### src/rtl/hazard_grid_encoder.sv
// hazard_grid_encoder: streaming hazard-box rasteriser.
// Accepts one bounding box per cycle and OR-accumulates it onto a
// GRID_ROWS x GRID_COLS occupancy map. At end of frame the map is
// presented over a valid/ready handshake.
// Optional statistics ports (map_count, drop_count) are enabled by
// defining HAZARD_ENC_STATS_EN.
module hazard_grid_encoder #(
   parameter int COORD_W     = 11,
   parameter int GRID_COLS   = 8,
   parameter int GRID_ROWS   = 4,
   parameter int CELL_W_LOG2 = 7,
   parameter int CELL_H_LOG2 = 8,
   parameter int MAX_HAZARDS = 16
) (
   input  logic                             clk,
   input  logic                             rst,
   input  logic                             in_valid,
   output logic                             in_ready,
   input  logic                             in_last,
   input  logic [COORD_W-1:0]               in_top,
   input  logic [COORD_W-1:0]               in_left,
   input  logic [COORD_W-1:0]               in_bottom,
   input  logic [COORD_W-1:0]               in_right,
   output logic [GRID_ROWS*GRID_COLS-1:0]   map,
   output logic                             map_valid,
   input  logic                             map_ready,
   output logic                             map_overflow,
`ifdef HAZARD_ENC_STATS_EN
   output logic [$clog2(MAX_HAZARDS+1)-1:0] map_count,
   output logic [7:0]                       drop_count,
`endif
   output logic                             map_malformed
);

   localparam int MAP_W  = GRID_ROWS * GRID_COLS;
   localparam int CNT_W  = $clog2(MAX_HAZARDS + 1);
   localparam int CIDX_W = (GRID_COLS > 1) ? $clog2(GRID_COLS) : 1;
   localparam int RIDX_W = (GRID_ROWS > 1) ? $clog2(GRID_ROWS) : 1;

   typedef enum logic [1:0] {
      ST_ACCUM  = 2'd0,
      ST_DRAIN  = 2'd1,
      ST_OUTPUT = 2'd2
   } state_t;

   // Pixel column to grid column, clipped to the last column.
   function automatic logic [CIDX_W-1:0] clip_col(input logic [COORD_W-1:0] px);
      logic [COORD_W-1:0] idx;
      idx = px >> CELL_W_LOG2;
      if (idx >= COORD_W'(GRID_COLS - 1)) begin
         return CIDX_W'(GRID_COLS - 1);
      end else begin
         return idx[CIDX_W-1:0];
      end
   endfunction

   // Pixel row to grid row, clipped to the last row.
   function automatic logic [RIDX_W-1:0] clip_row(input logic [COORD_W-1:0] px);
      logic [COORD_W-1:0] idx;
      idx = px >> CELL_H_LOG2;
      if (idx >= COORD_W'(GRID_ROWS - 1)) begin
         return RIDX_W'(GRID_ROWS - 1);
      end else begin
         return idx[RIDX_W-1:0];
      end
   endfunction

   state_t              state_q, state_d;
   logic                s1_valid_q, s1_valid_d;
   logic                s1_last_q, s1_last_d;
   logic                s1_drop_q, s1_drop_d;
   logic                s1_malformed_q, s1_malformed_d;
   logic [CIDX_W-1:0]   s1_c0_q, s1_c0_d, s1_c1_q, s1_c1_d;
   logic [RIDX_W-1:0]   s1_r0_q, s1_r0_d, s1_r1_q, s1_r1_d;
   logic [MAP_W-1:0]    acc_q, acc_d;
   logic                ovf_q, ovf_d;
   logic                mal_q, mal_d;
   logic [CNT_W-1:0]    cnt_q, cnt_d;
   logic [MAP_W-1:0]    mask_s;
   logic                in_fire_s, map_fire_s, drop_s, malformed_s;

   assign in_ready      = (state_q == ST_ACCUM) && !rst;
   assign map_valid     = (state_q == ST_OUTPUT);
   assign map           = acc_q;
   assign map_overflow  = ovf_q;
   assign map_malformed = mal_q;

   assign in_fire_s   = in_valid && in_ready;
   assign map_fire_s  = (state_q == ST_OUTPUT) && map_ready;
   assign drop_s      = (cnt_q == CNT_W'(MAX_HAZARDS));
   assign malformed_s = (in_left > in_right) || (in_top > in_bottom);

   // Rectangle mask of the box held in S1 (ranges are already clipped).
   for (genvar r = 0; r < GRID_ROWS; r++) begin : g_row
      for (genvar c = 0; c < GRID_COLS; c++) begin : g_col
         assign mask_s[r*GRID_COLS + c] =
            (CIDX_W'(c) >= s1_c0_q) && (CIDX_W'(c) <= s1_c1_q) &&
            (RIDX_W'(r) >= s1_r0_q) && (RIDX_W'(r) <= s1_r1_q);
      end
   end

   // Frame FSM: accept boxes, let the last one retire, present the map.
   always_comb begin
      state_d = state_q;
      case (state_q)
         ST_ACCUM: begin
            if (in_fire_s && in_last) begin
               state_d = ST_DRAIN;
            end else begin
               state_d = ST_ACCUM;
            end
         end
         ST_DRAIN: begin
            if (s1_valid_q && s1_last_q) begin
               state_d = ST_OUTPUT;
            end else begin
               state_d = ST_DRAIN;
            end
         end
         ST_OUTPUT: begin
            if (map_ready) begin
               state_d = ST_ACCUM;
            end else begin
               state_d = ST_OUTPUT;
            end
         end
         default: state_d = ST_ACCUM;
      endcase
   end

   // S1: clip the incoming box and classify it as malformed or dropped.
   always_comb begin
      s1_valid_d     = in_fire_s;
      s1_last_d      = in_last;
      s1_drop_d      = drop_s;
      s1_malformed_d = malformed_s && !drop_s;
      s1_c0_d        = clip_col(in_left);
      s1_c1_d        = clip_col(in_right);
      s1_r0_d        = clip_row(in_top);
      s1_r1_d        = clip_row(in_bottom);
   end

   // S2: OR the mask into the accumulator, update sticky flags and the
   // accept counter; everything clears on the map handshake.
   always_comb begin
      acc_d = acc_q;
      ovf_d = ovf_q;
      mal_d = mal_q;
      cnt_d = cnt_q;
      if (map_fire_s) begin
         acc_d = '0;
         ovf_d = 1'b0;
         mal_d = 1'b0;
         cnt_d = '0;
      end else begin
         if (s1_valid_q && !s1_drop_q && !s1_malformed_q) begin
            acc_d = acc_q | mask_s;
         end else begin
            acc_d = acc_q;
         end
         if (s1_valid_q && s1_drop_q) begin
            ovf_d = 1'b1;
         end else begin
            ovf_d = ovf_q;
         end
         if (s1_valid_q && s1_malformed_q) begin
            mal_d = 1'b1;
         end else begin
            mal_d = mal_q;
         end
         if (in_fire_s && !drop_s) begin
            cnt_d = cnt_q + CNT_W'(1);
         end else begin
            cnt_d = cnt_q;
         end
      end
   end

   // State, pipeline and accumulator registers.
   always_ff @(posedge clk) begin
      if (rst) begin
         state_q        <= ST_ACCUM;
         s1_valid_q     <= 1'b0;
         s1_last_q      <= 1'b0;
         s1_drop_q      <= 1'b0;
         s1_malformed_q <= 1'b0;
         s1_c0_q        <= '0;
         s1_c1_q        <= '0;
         s1_r0_q        <= '0;
         s1_r1_q        <= '0;
         acc_q          <= '0;
         ovf_q          <= 1'b0;
         mal_q          <= 1'b0;
         cnt_q          <= '0;
      end else begin
         state_q        <= state_d;
         s1_valid_q     <= s1_valid_d;
         s1_last_q      <= s1_last_d;
         s1_drop_q      <= s1_drop_d;
         s1_malformed_q <= s1_malformed_d;
         s1_c0_q        <= s1_c0_d;
         s1_c1_q        <= s1_c1_d;
         s1_r0_q        <= s1_r0_d;
         s1_r1_q        <= s1_r1_d;
         acc_q          <= acc_d;
         ovf_q          <= ovf_d;
         mal_q          <= mal_d;
         cnt_q          <= cnt_d;
      end
   end

`ifdef HAZARD_ENC_STATS_EN
   logic [7:0] drop_cnt_q, drop_cnt_d;

   assign map_count  = cnt_q;
   assign drop_count = drop_cnt_q;

   // Saturating count of dropped boxes since reset.
   always_comb begin
      drop_cnt_d = drop_cnt_q;
      if (in_fire_s && drop_s && (drop_cnt_q != 8'hFF)) begin
         drop_cnt_d = drop_cnt_q + 8'd1;
      end else begin
         drop_cnt_d = drop_cnt_q;
      end
   end

   // Drop counter register, cleared only by reset.
   always_ff @(posedge clk) begin
      if (rst) begin
         drop_cnt_q <= 8'd0;
      end else begin
         drop_cnt_q <= drop_cnt_d;
      end
   end
`endif

endmodule
### config.mk
export PLATFORM = sky130hd
export DESIGN_NAME = hazard_grid_encoder
export DESIGN_NICKNAME = d
export VERILOG_FILES = /design/src/rtl/hazard_grid_encoder.sv
export SDC_FILE = /design/constraint.sdc
export NUM_CORES = 1
export LEC_CHECK = 0
export ABC_AREA = 1
export CAP_MARGIN = 20
export CORE_ASPECT_RATIO = 0.7
export CORE_MARGIN = 2
export CORE_UTILIZATION = 46
export DETAILED_ROUTE_END_ITERATION = 10
export GPL_ROUTABILITY_DRIVEN = 0
export GPL_TIMING_DRIVEN = 0
export PLACE_DENSITY_LB_ADDON = 0.15
export SLEW_MARGIN = 20
export SYNTH_ARGS = -nofsm -noshare
export SYNTH_HDL_FRONTEND = slang
export SYNTH_SLANG_ARGS = --single-unit
### constraint.sdc
create_clock -name clk -period 1.97 [get_ports clk]
set_input_delay 0.591 -clock clk [delete_from_list [all_inputs] [get_ports clk]]
set_output_delay 0.591 -clock clk [all_outputs]
set_load 0.02 [all_outputs]
==> results of run 1 <==
path summary, 6_finish.rpt:
| check | from | end | slack [ns] | cells after the start |
|---|---|---|---|---|
| max reg2reg | s1_c0_q[2]$_SDFF_PP0_ | map[22]$_SDFFE_PP0P_ | 0.53 | 6 |
| max | map_overflow$_SDFFE_PP0P_ | map_overflow | 0.09 | 1 |
| min reg2reg | map[8]$_SDFFE_PP0P_ | map[8]$_SDFFE_PP0P_ | 0.46 | 2 |
| min | map[8]$_SDFFE_PP0P_ | map[8]$_SDFFE_PP0P_ | 0.46 | 2 |
cell type report:
type | count | area share (%)
tap | 72 | 2.476
clock buffer | 5 | 1.891
sequential | 55 | 30.26
timing repair buffer | 83 | 22.76
buffer | 6 | 1.307
multi-input combinational | 217 | 34.22
inverter | 62 | 6.431
clock inverter | 3 | 0.6534
flip-flops by register name, summed over array words and instances (netlist names):
| signal | cells |
|---|---|
| s1_c1_q | 3 |
| s1_valid_q | 1 |
| cnt_q | 5 |
| s1_r0_q | 2 |
| map_overflow | 1 |
| s1_c0_q | 3 |
| map | 32 |
| s1_r1_q | 2 |
| s1_last_q | 1 |
| state_q | 2 |
| s1_drop_q | 1 |
| s1_malformed_q | 1 |
| map_malformed | 1 |
power groups by stage:
stage	Clock [uW]	Sequential [uW]	Combinational (uW)
final	634	1170	375
after global routing	688	1180	428
after CTS	646	1170	378
after detailed placement	0	1200	377
after global placement	0	1190	367
after floorplan	0	1200	196
cells by family (layout without fill, tap and decap cells):
logic type | after synthesis | count (layout) | share of synthesized area, %
compound gates | 65 | 65 | 13.73
flops | 55 | 55 | 41.94
xor+xnor | 1 | 1 | 0.3337
simple gates | 127 | 127 | 21.83
buf+inv | 68 | 159 | 10.72
fa+ha+maj | 24 | 24 | 11.44
synthesized netlist by cell type (2+ instances only):
master	number
inv_2	2
inv_1	59
nor2_1	57
nand3_1	7
buf_6	3
a21oi_1	51
o21ai_0	9
nor3_4	3
nand2_1	50
ha_1	24
dfxtp_1	55
nand4_1	3
stage by stage:
step | power [uW] | area [um2]
after CTS | 2194 | 3636
after detailed placement | 1573 | 3546
after floorplan | 1398 | 2625
final | 2178 | 3638
after global placement | 1561 | 3546
after global routing | 2292 | 3638
timing repair:
| item | CTS | global route |
|---|---|---|
| setup buffers | 0 | 0 |
| endpoints found under the setup margin | 2 | 1 |
| gates resized for setup | 2 | 1 |
| pin swaps | 0 | 1 |
layer usage:
metal | vias up | track usage [%] | share of wire [%]
met5 | - | 0 | 0
met4 | 0 | 7.246 | 1.4
met3 | 7 | 3.460 | 5.3
met2 | 48 | 36.43 | 47
met1 | 1103 | 26.24 | 46
li1 | 1247 | - | -
==> summary.txt, run 1 <==
Die
  – Die W: 94.29 um
  – Die area: 6336 um2
  – Ports: 85
  – Initial core utilization: 48.90%
  – Row Count: 22
  – Area of the core: 5368 um2
  – Die Span Y: 67.20 um

Clock tree
  – Worst skew pair latency: 0.31 ns
  – CTS sink cnt: 55
  – Root Driver: clkbuf_8
  – Maximum clock path buffer count: 2
  – CTS tree: built
  – TritonCTS buffer count: 5
  – CTS H-tree depth: 2
  – Hold buffer count at cts: 0
  – Clock transition at the registers of the reported paths: roughly 0.10 ns

Power
  – Net switching power: 593.4 uW
  – Seq pwr share: 53.7%
  – Combinational fraction of design power: between 10% and 20%
  – Clk pwr share: 29.1%
  – Cell Int Power: 1585 uW
  – Maximum VDD drop: 432.9 uV
  – Sw Share: 27.24%
  – Power per cell area: 598.7 nW/um2
  – Leak Pwr: approximately 0.0017 uW

STA
  – Sum Neg Setup Slack: 0 ns
  – Worst setup margin: 0.09303 ns
  – Fmax achieved: 532.8 MHz
  – Fin. Hold Viols: 0
  – Worst clock skew: roughly 0.0057 ns
  – Worst-Margin Slew: 0.4852 ns
  – RSZ-0062 raised after global routing: false
  – Hold Slack: 0.4581 ns
  – Shortest period the worst path allows: 1.877 ns
  – Relative slew slack: 67.46%
  – Endpoints failing setup: 0
  – Final Max Slew Viols: 0
  – Fin crit share: a little over nine tenths

Layout
  – Most frequent cells in the layout: 81 x clkdlybuf4s50_1, 59 x inv_1, 56 x nor2_1, 55 x dfxtp_1, 51 x a21oi_1
  – Final #Nets: 503
  – Layout Area Growth over Synthesis: 38.61%
  – Layout cells sized above 1: 6.497%
  – Area of the multi-input gates: 1245 um2
  – Storage element area: 1101 um2
  – Ant. Diodes: 0
  – Commonest non-fill, non-tap cell in the layout: clkdlybuf4s50_1
  – Fillers: 511
  – Fin cells: approximately 500
  – Final core utilization: between 60% and 70%

Synthesis
  – Top cells by area, synth: dfxtp_1 42%, ha_1 11%, a21oi_1 9.7%
  – Syn_nets: 413
  – Cells after synthesis: 340
  – Number of flops mapped to enable cells by yosys: 0
  – Avg Inst Size Synth: a little under 8 um2
  – Post-synth top area cell: dfxtp_1
  – YS warnings: 0
  – Share of the synthesized area in the top cell type: 41.94%
  – FF+latch count, synth: 55
  – Synthesized cell area: 2625 um2
  – Synth async-reset ratio: 0%
  – Sequential cell area fraction in the yosys report: about two fifths
  – Ys flop type: dfxtp_1
  – Synth unique cells: 29

Global routing
  – Number of global-route vias before repair: 2353
  – Antenna violations before repair: 0
  – Total Routing Usage GR: 20.75%
  – Largest net degree at the start of global routing: 19
  – Gr ovfl total: 0
  – Global-route wire length before repair: slightly above 10000 um

Place
  – Placement Setup Slack: -0.2353 ns
  – Count of input and output buffers: between 80 and 90
  – Placed insts: about 500
  – HPWL Detailed: 4796 um

Worst setup path
  – CP Max Fanout: 2
  – Critical Path Slowest Stage Cell: clkdlybuf4s50_1
  – Largest stage delay on the critical path: roughly 0.6 ns
  – CP endpoint kind: primary output
  – Buf/Inv on CP: 1
  – Critical path type: flip-flop to primary output
  – CP required: 1.38 ns
  – Startpoint type of the worst setup path: flip-flop
  – Critical path's top delay family: buffers and inverters
  – Crit-path cells: clkdlybuf4s50_1
  – CP Data Arrival Time: 1.29 ns

Drt
  – WL/cell: 11.78 um
  – # DRC: 0
  – Via Count: 2405
  – Initial DRC count: 137
  – Routed Antenna Nets: 0
  – Routed wire length: between 5000 and 6000 um
  – Vias/cell: 4.781
  – Pre-Repair DR Iteration Count: 4

Flow run
  – Max-cap violations: 0

Status
  – Status: finished clean

Min path
  – Hold Path Class: flip-flop to flip-flop
Power figures use the tool's default switching activity.
==> inputs of run 2 (changes only) <==
CTS_CLUSTER_DIAMETER = 40   (was not set)
REMOVE_ABC_BUFFERS = 1   (was not set)
==> run 2 against run 1 <==
- flip-flop and latch count stayed put
- total power is 1.4% lower
- die area stayed put
- clock skew hardly changed
- sequential share of layout area is 0.17 points higher
- count of clock-buffer cells in the layout stayed put
- worst setup slack worse by 0.0012 ns
- routed wire length is 1.2% higher
- worst hold slack better by 0.0035 ns
- first-iteration DRC count is 28% lower
- via count is 1.1% lower
- critical endpoint is now map[28]
==> summary.txt, run 2 (synthesis results as in run 1) <==
Status
  – Status: finished clean (unchanged)

Clock tree
  – Clock transition at the registers of the reported paths: 0.09 ns (was 0.10 ns)
  – Postcts setup bufs: 0 (unchanged)
  – Root Driver: clkbuf_8 (unchanged)
  – Hold buffer count at cts: 0 (unchanged)
  – Maximum clock path buffer count: 2 (unchanged)
  – CTS sink cnt: 55 (unchanged)
  – Worst skew pair latency: 0.30 ns (was 0.31 ns)
  – CTS tree: built (unchanged)
  – TritonCTS buffer count: 5 (unchanged)
  – CTS H-tree depth: 2 (unchanged)

STA
  – Worst clock skew: 0.005589 ns (was 0.005717 ns)
  – Hold Slack: 0.4616 ns (was 0.4581 ns)
  – Endpoints failing setup: 0 (unchanged)
  – Shortest period the worst path allows: 1.878 ns (was 1.877 ns)
  – Relative slew slack: 50.65% (was 67.46%)
  – Final Max Slew Viols: 0 (unchanged)
  – Fin crit share: 95.34% (was 95.28%)
  – Fmax achieved: 532.4 MHz (was 532.8 MHz)
  – RSZ-0062 raised after global routing: false (unchanged)
  – Fin. Hold Viols: 0 (unchanged)
  – Worst setup margin: 0.09186 ns (was 0.09303 ns)
  – Worst-Margin Slew: 0.7401 ns (was 0.4852 ns)

Global routing
  – Gr ovfl total: 0 (unchanged)
  – Global-route wire length before repair: 9625 um (was 10180 um)
  – Largest net degree at the start of global routing: 33 (was 19)
  – Total Routing Usage GR: 19.29% (was 20.75%)
  – Antenna violations before repair: 0 (unchanged)
  – Number of global-route vias before repair: 2235 (was 2353)

Drt
  – Initial DRC count: 98 (was 137)
  – Vias/cell: 4.766 (was 4.781)
  – Routed Antenna Nets: 0 (unchanged)
  – Routed wire length: 5995 um (was 5923 um)
  – # DRC: 0 (unchanged)
  – Via Count: 2378 (was 2405)
  – Pre-Repair DR Iteration Count: 5 (was 4)
  – WL/cell: 12.01 um (was 11.78 um)

Worst setup path
  – CP Data Arrival Time: 1.29 ns (about the same)
  – CP Max Fanout: 2 (unchanged)
  – Critical Path Slowest Stage Cell: clkdlybuf4s50_1 (unchanged)
  – Cells on worst reg2reg path: 7 (was 6)
  – CP required: 1.38 ns (about the same)
  – Buf/Inv on CP: 1 (unchanged)
  – Critical path depth: 1 (unchanged)
  – Crit-path cells: clkdlybuf4s50_1 (unchanged)
  – CP endpoint kind: primary output (unchanged)
  – Largest stage delay on the critical path: 0.63 ns (was 0.61 ns)
  – Critical path's top delay family: buffers and inverters (unchanged)
  – Startpoint type of the worst setup path: flip-flop (unchanged)
  – Critical path type: flip-flop to primary output (unchanged)

Layout
  – Final core utilization: 67.41% (was 67.79%)
  – Most frequent cells in the layout: 80 x clkdlybuf4s50_1, 58 x inv_1, 56 x nor2_1, 55 x dfxtp_1, 51 x a21oi_1 (was 81 x clkdlybuf4s50_1, 59 x inv_1, 56 x nor2_1, 55 x dfxtp_1, 51 x a21oi_1)
  – Commonest non-fill, non-tap cell in the layout: clkdlybuf4s50_1 (unchanged)
  – Ant. Diodes: 0 (unchanged)
  – Fin cells: 499 (was 503)
  – Layout Area Growth over Synthesis: 37.85% (was 38.61%)
  – Final #Nets: 499 (was 503)
  – Max reg flops: 32 (unchanged)
  – Layout cells sized above 1: 6.557% (was 6.497%)

Flow run
  – Max-cap violations: 0 (unchanged)

Min path
  – Hold depth: 2 (unchanged)
  – Hold Path Class: flip-flop to flip-flop (unchanged)

Power
  – Power per cell area: 593.4 nW/um2 (was 598.7 nW/um2)
  – Leak Pwr: 0.001673 uW (was 0.001688 uW)
  – Maximum VDD drop: 444.0 uV (was 432.9 uV)

Die
  – Die W: 94.29 um (unchanged)
  – Die area: 6336 um2 (unchanged)
  – Die Span Y: 67.20 um (unchanged)
  – Area of the core: 5368 um2 (unchanged)
  – Ports: 85 (unchanged)
  – Initial core utilization: 48.90% (unchanged)
  – Row Count: 22 (unchanged)

Place
  – Placed insts: 490 (was 495)
  – Count of input and output buffers: 84 (was 83)
  – Placement Setup Slack: -0.8621 ns (was -0.2353 ns)
  – HPWL Detailed: 4545 um (was 4796 um)
==> run 2: worst min-delay path, cell delays in order, from the launching register on <==
cell,delay (ns)
dfxtp_1,0.32
inv_1,0.05
a21oi_1,0.05
==> run 2: stage by stage <==
step           total power, uW  setup TNS [ns]  area [um2]
3_3_place_gp              1551          -13.14        3508
6_report                  2147               0        3618
3_5_place_dp              1563          -14.07        3508
4_1_cts                   2153        -0.04058        3598
2_1_floorplan             1386               0        2577
5_1_grt                   2257               0        3618
==> run 2: layer usage <==
layer | part of all wire [%] | vias up | GRT usage (%) | wire length, um
met5 | 0 | - | 0 | 0
met4 | 0.32 | 0 | 3.804 | 19
met3 | 6.1 | 2 | 3.795 | 363
met2 | 48 | 63 | 34.73 | 2877
met1 | 46 | 1074 | 24.48 | 2735
li1 | - | 1239 | - | -
==> run 2: timing repair <==
item                                    CTS  global route
endpoints found under the hold margin     0             0
pin swaps                                 1             2
endpoints found under the setup margin   10            10
gates cloned                              0             1
resized for setup                         7             6
==> run 2: final timing paths <==
check / from / end / slack, ns
max: map[28]$_SDFFE_PP0P_ / map[28] / 0.09
min: map[15]$_SDFFE_PP0P_ / map[15]$_SDFFE_PP0P_ / 0.46
max reg2reg: state_q[1]$_SDFF_PP0_ / cnt_q[0]$_SDFFE_PP0P_ / 0.39
min reg2reg: map[15]$_SDFFE_PP0P_ / map[15]$_SDFFE_PP0P_ / 0.46
==> run 2: area by class of cell <==
cell class                      count  area [um2]
Clock buffer                        5       68.82
Fill cell                         473        1749
Timing Repair Buffer               84       838.3
Sequential cell                    55        1101
Tap cell                           72       90.09
Multi-Input combinational cell    218        1266
Inverter                           62       234.0
Clock inverter                      3       20.02
==> run 2: report_power, final <==
part           internal, uW  switching [uW]  leakage (uW)
Sequential             1140            29.6      0.000448
Combinational           183             187       0.00118
Clock                   248             357     0.0000402
Total                  1570             573       0.00167
